[src/rtl/alu_sequencer.sv]
// alu_sequencer: fetch/decode/execute controller for the 16-bit GPR ALU datapath.
// Fetches 32-bit instructions over a req/valid handshake and holds each one in ir.
// Issues a one-cycle exec_en commit strobe per executed instruction.
// Stretches mul across MUL_CYCLES execute cycles and stops on a HALT opcode.
module alu_sequencer #(
  parameter int PC_W       = 8,
  parameter int MUL_CYCLES = 3
) (
  input  logic            clk,
  input  logic            sys_rst,
  input  logic            start,
  output logic            imem_req,
  output logic [PC_W-1:0] imem_addr,
  input  logic            imem_valid,
  input  logic [31:0]     imem_data,
  output logic [31:0]     ir,
  output logic            exec_en,
  output logic [PC_W-1:0] pc,
  output logic            busy,
  output logic            halted,
  output logic [15:0]     retired
);

  typedef enum logic [2:0] {IDLE, FETCH, DECODE, EXEC, HALT} state_t;

  localparam logic [4:0] OP_MUL      = 5'b00100;
  localparam logic [4:0] OP_LAST_DEF = 5'b01011;
  localparam logic [4:0] OP_HALT     = 5'b11111;
  // Counter preload for mul: the counter runs down to 0 and the commit happens at 0.
  localparam logic [3:0] MUL_LOAD    = 4'(MUL_CYCLES - 1);

  state_t      state;
  state_t      state_nxt;
  logic [3:0]  cnt;
  logic [4:0]  opcode;
  logic        is_defined;
  logic        is_halt;
  logic        cnt_zero;

  assign opcode     = ir[31:27];
  assign is_defined = (opcode <= OP_LAST_DEF);
  assign is_halt    = (opcode == OP_HALT);
  assign cnt_zero   = (cnt == 4'd0);

  // All status outputs come from registered state only, so no input reaches them combinationally.
  assign imem_req  = (state == FETCH);
  assign imem_addr = pc;
  assign exec_en   = (state == EXEC) && cnt_zero;
  assign busy      = (state == FETCH) || (state == DECODE) || (state == EXEC);
  assign halted    = (state == HALT);

  // State register.
  always_ff @(posedge clk or posedge sys_rst) begin
    if (sys_rst) state <= IDLE;
    else         state <= state_nxt;
  end

  // Next-state decode. start is only looked at in IDLE or HALT, imem_valid only in FETCH.
  always_comb begin
    state_nxt = state;
    case (state)
      IDLE:    if (start) state_nxt = FETCH;
      FETCH:   if (imem_valid) state_nxt = DECODE;
      DECODE: begin
        if (is_halt)         state_nxt = HALT;
        else if (is_defined) state_nxt = EXEC;
        else                 state_nxt = FETCH;
      end
      EXEC:    if (cnt_zero) state_nxt = FETCH;
      HALT:    if (start) state_nxt = FETCH;
      default: state_nxt = IDLE;
    endcase
  end

  // Instruction register, program counter, execute counter and retire counter.
  always_ff @(posedge clk or posedge sys_rst) begin
    if (sys_rst) begin
      pc      <= '0;
      ir      <= '0;
      cnt     <= '0;
      retired <= '0;
    end else begin
      case (state)
        IDLE: if (start) pc <= '0;
        FETCH: if (imem_valid) ir <= imem_data;
        DECODE: begin
          if (is_defined) begin
            cnt <= (opcode == OP_MUL) ? MUL_LOAD : 4'd0;
          end else if (!is_halt) begin
            // Undefined opcode: skip it without committing; pc stays on a HALT word.
            pc <= pc + PC_W'(1);
          end
        end
        EXEC: begin
          if (cnt_zero) begin
            pc      <= pc + PC_W'(1);
            retired <= retired + 16'd1;
          end else begin
            cnt <= cnt - 4'd1;
          end
        end
        HALT: if (start) pc <= '0;
        default: ;
      endcase
    end
  end

endmodule

[config.mk]
export PLATFORM = sky130hd
export DESIGN_NAME = alu_sequencer
export DESIGN_NICKNAME = d
export VERILOG_FILES = /design/src/rtl/alu_sequencer.sv
export SDC_FILE = /design/constraint.sdc
export NUM_CORES = 1
export LEC_CHECK = 0
export CORE_MARGIN = 5
export CORE_UTILIZATION = 48
export DETAILED_ROUTE_END_ITERATION = 10
export GPL_TIMING_DRIVEN = 0
export HOLD_SLACK_MARGIN = 0.15
export PLACE_DENSITY_LB_ADDON = 0.05
export SLEW_MARGIN = 20
export SYNTH_ARGS = -nofsm -noshare
export SYNTH_HDL_FRONTEND = slang
export SYNTH_SLANG_ARGS = --single-unit
[constraint.sdc]
create_clock -name clk -period 3.65 [get_ports clk]
set_clock_uncertainty 0.15 [all_clocks]
set_input_delay 1.095 -clock clk [delete_from_list [all_inputs] [get_ports clk]]
set_output_delay 1.095 -clock clk [all_outputs]
set_load 0.01 [all_outputs]
==> flow_summary.toml <==
[routing]
routed_wl_um = 6443
drt_iter0_markers = 80
post_drt_wl_per_cell_um = 14.74
drc = 0
first_pass_iters = 4
via_count = 2250
postRouteAntennaNets = 0
via_per_inst = 5.149

[placement]
io_buffers = 103
dp_cells = 422
globalplace.congestion = 0.7493
dp_hpwl_um = 4786

[cts]
cts_tree = "done"
numCtsBuffers = 9
clockBufferDepth = 2
cts-root-buf = "clkbuf_8"
clock_latency_ns = 0.34
h-tree-depth = 3
post_cts_buffers = 0
cts_sinks = 63
cts.clk_slew.worst_paths_ns = 0.07

[logic_synthesis]
synth_flop_cell = "dfrtp_1"
yosys_warnings = 0
avgSynthCellArea_um2 = 12.09
synth_top_cells_by_count = "63 x dfrtp_1, 34 x mux2_2, 14 x nor2_1"
synth_cell_type_count = 43
synth_edf_count = 0
synth_area_leader_cell = "dfrtp_1"
ys_seq_area_frac = 0.5366
yosys.cell_count.top_type = "dfrtp_1"
synthCells = 243
syn_area_um2 = 2938
synth-seq-cells = 63
synth_fp_nets = 283
ys_async_sr_fraction = 1.000
synth_top_cell_area_share = 0.5366
ys_top_cells_by_area = "dfrtp_1 54%, mux2_2 13%, buf_4 2.8%"

[grt]
grt_max_degree = 53
gr-total-overflow = 0
grt_pass1_vias = 2311
track_usage = 0.1835
antenna_found_initial = 0
grt_pass1_wl_um = 10920

[timing]
max_slew_margin = 0.6144
period_minus_slack_ns = 3.157
drv_slew = 0
rsz0062_at_grt = "no"
setup_tns_ns = 0
fmax_mhz = 316.8
tightest_slew_ns = 0.5785
setup_viol = 0
hold_viol = 0
period_share = 0.8649

[pwr]
p_per_area_nw_per_um2 = 718.2
power_mw = 3.061
clkPwrFrac = 0.169
seq_power_share = 0.367
ir_drop_v = 0.0004811
swShare = 0.3417
comb_power_share = 0.463
intPower_mw = 2.015
p_switching_mw = 1.046
power_leakage_nw = 1.784

[outcome]
status = "finished clean"

[critical_path]
path_max_fanout = 10
worst_path_largest_cell_delay_ns = 0.62
start_kind = "flip-flop"
end_kind = "primary output"
slowest_stage = "clkdlybuf4s50_1"
worst_ep_arrival_time_ns = 1.91
path_cells = "buf_2 -> nor3b_1 -> clkdlybuf4s50_1"
worstSetupPathType = "flip-flop to primary output"
required_ns = 2.40

[floorplanning]
dieArea_um2 = 7785
row_count = 28
start_util = 0.4962
coreArea_um2 = 5921
die_height_um = 88.24
die_w_um = 88.24
io_pins = 104

[finish]
fin_util = 0.7198
fin_cells = 437
area_growth_pct = 45.06
drive_above_1_share = 0.2127
fin_nets = 398
antennaDiodeCount = 0

[job]
cap_violations = 0

[worst_hold_path]
min_path_type = "flip-flop to flip-flop"
[layer usage]
layer	routed length (µm)	up-vias	global-route usage
li1	-	1078	-
met1	2609	1086	0.2280
met2	3040	76	0.2746
met3	670	10	0.07914
met4	123	0	0.09066
met5	0	-	0
[layout make-up]
type	count	area, µm²
Clock inverter	4	22.52
Fill cell	446	1659
Tap cell	75	93.84
Buffer	18	127.6
Clock buffer	11	141.4
Timing Repair Buffer	104	1061
Multi-Input combinational cell	153	1202
Inverter	9	36.28
Sequential cell	63	1577
[timing repair]
| item | in CTS | in global routing |
|---|---|---|
| endpoints found under the setup margin | 1 | 1 |
| hold buffers | 0 | 0 |
| gates resized for setup | 1 | 1 |
[cell families (layout without fill, tap and decap cells)]
logic type	Yosys count	count (layout)	synth area share
muxes	34	34	0.1303
buffers and inverters	27	146	0.05494
AOI/OAI and AO/OA	28	28	0.06346
and+or+nand+nor	70	70	0.1469
adders and majority gates	4	4	0.01704
xor gates and xnor gates	17	17	0.05068
DFF	63	63	0.5366
[critical path, delay by kind of cell (launching register included)]
family | cells | cell delay, ns
buffers and inverters | 2 | 0.83
and+or+nand+nor | 1 | 0.42
DFF | 1 | 0.32
[through the flow]
step | hold slack (ns) | area, µm² | worst slack, ns
CTS | 0.3388 | 4259 | 0.09850
detailed placement | 0.3256 | 4093 | 0.3640
global route | 0.3593 | 4262 | 0.3043
finish | 0.3309 | 4262 | 0.4930
global placement | 0.3051 | 4063 | -0.3430
floorplan | 0.3367 | 2938 | 0.8353
[path summary, 6_finish.rpt]
kind / startpoint / to / slack, ns / depth (start not counted)
max: state[0] / imem_req / 0.49 / 3
min in group asynchronous: sys_rst / ir[12] / 0.87 / 2
min reg2reg: retired[15] / retired[15] / 0.33 / 1
max in group asynchronous: sys_rst / retired[8] / 1.98 / 3
min: retired[15] / retired[15] / 0.33 / 1
max reg2reg: cnt[0] / retired[15] / 1.34 / 8
[flip-flops by register name (all words and copies together), names as in the netlist]
name and cells:
cnt 4, imem_addr 8, ir 32, retired 16, state 3
[cell usage in the layout (no fill, tap or decap), types with 9 or more instances in the layout]
cell / synthesis / routed
clkdlybuf4s50_1: 0 / 102
dfrtp_1: 63 / 63
mux2_2: 34 / 34
nor2_1: 14 / 13
buf_4: 11 / 11
nand2_1: 11 / 11
clkbuf_8: 0 / 10
nand3_1: 9 / 9
xor2_1: 9 / 9
[power by group through the flow]
stage	combinational, mW	clock [mW]	sequential (mW)
finish	1.42	0.518	1.12
global route	1.55	0.573	1.16
CTS	1.44	0.537	1.12
detailed placement	1.43	0	1.13
global placement	1.40	0	1.12
floorplan	0.647	0	1.21
No activity file was read; power rests on OpenSTA's default activity.
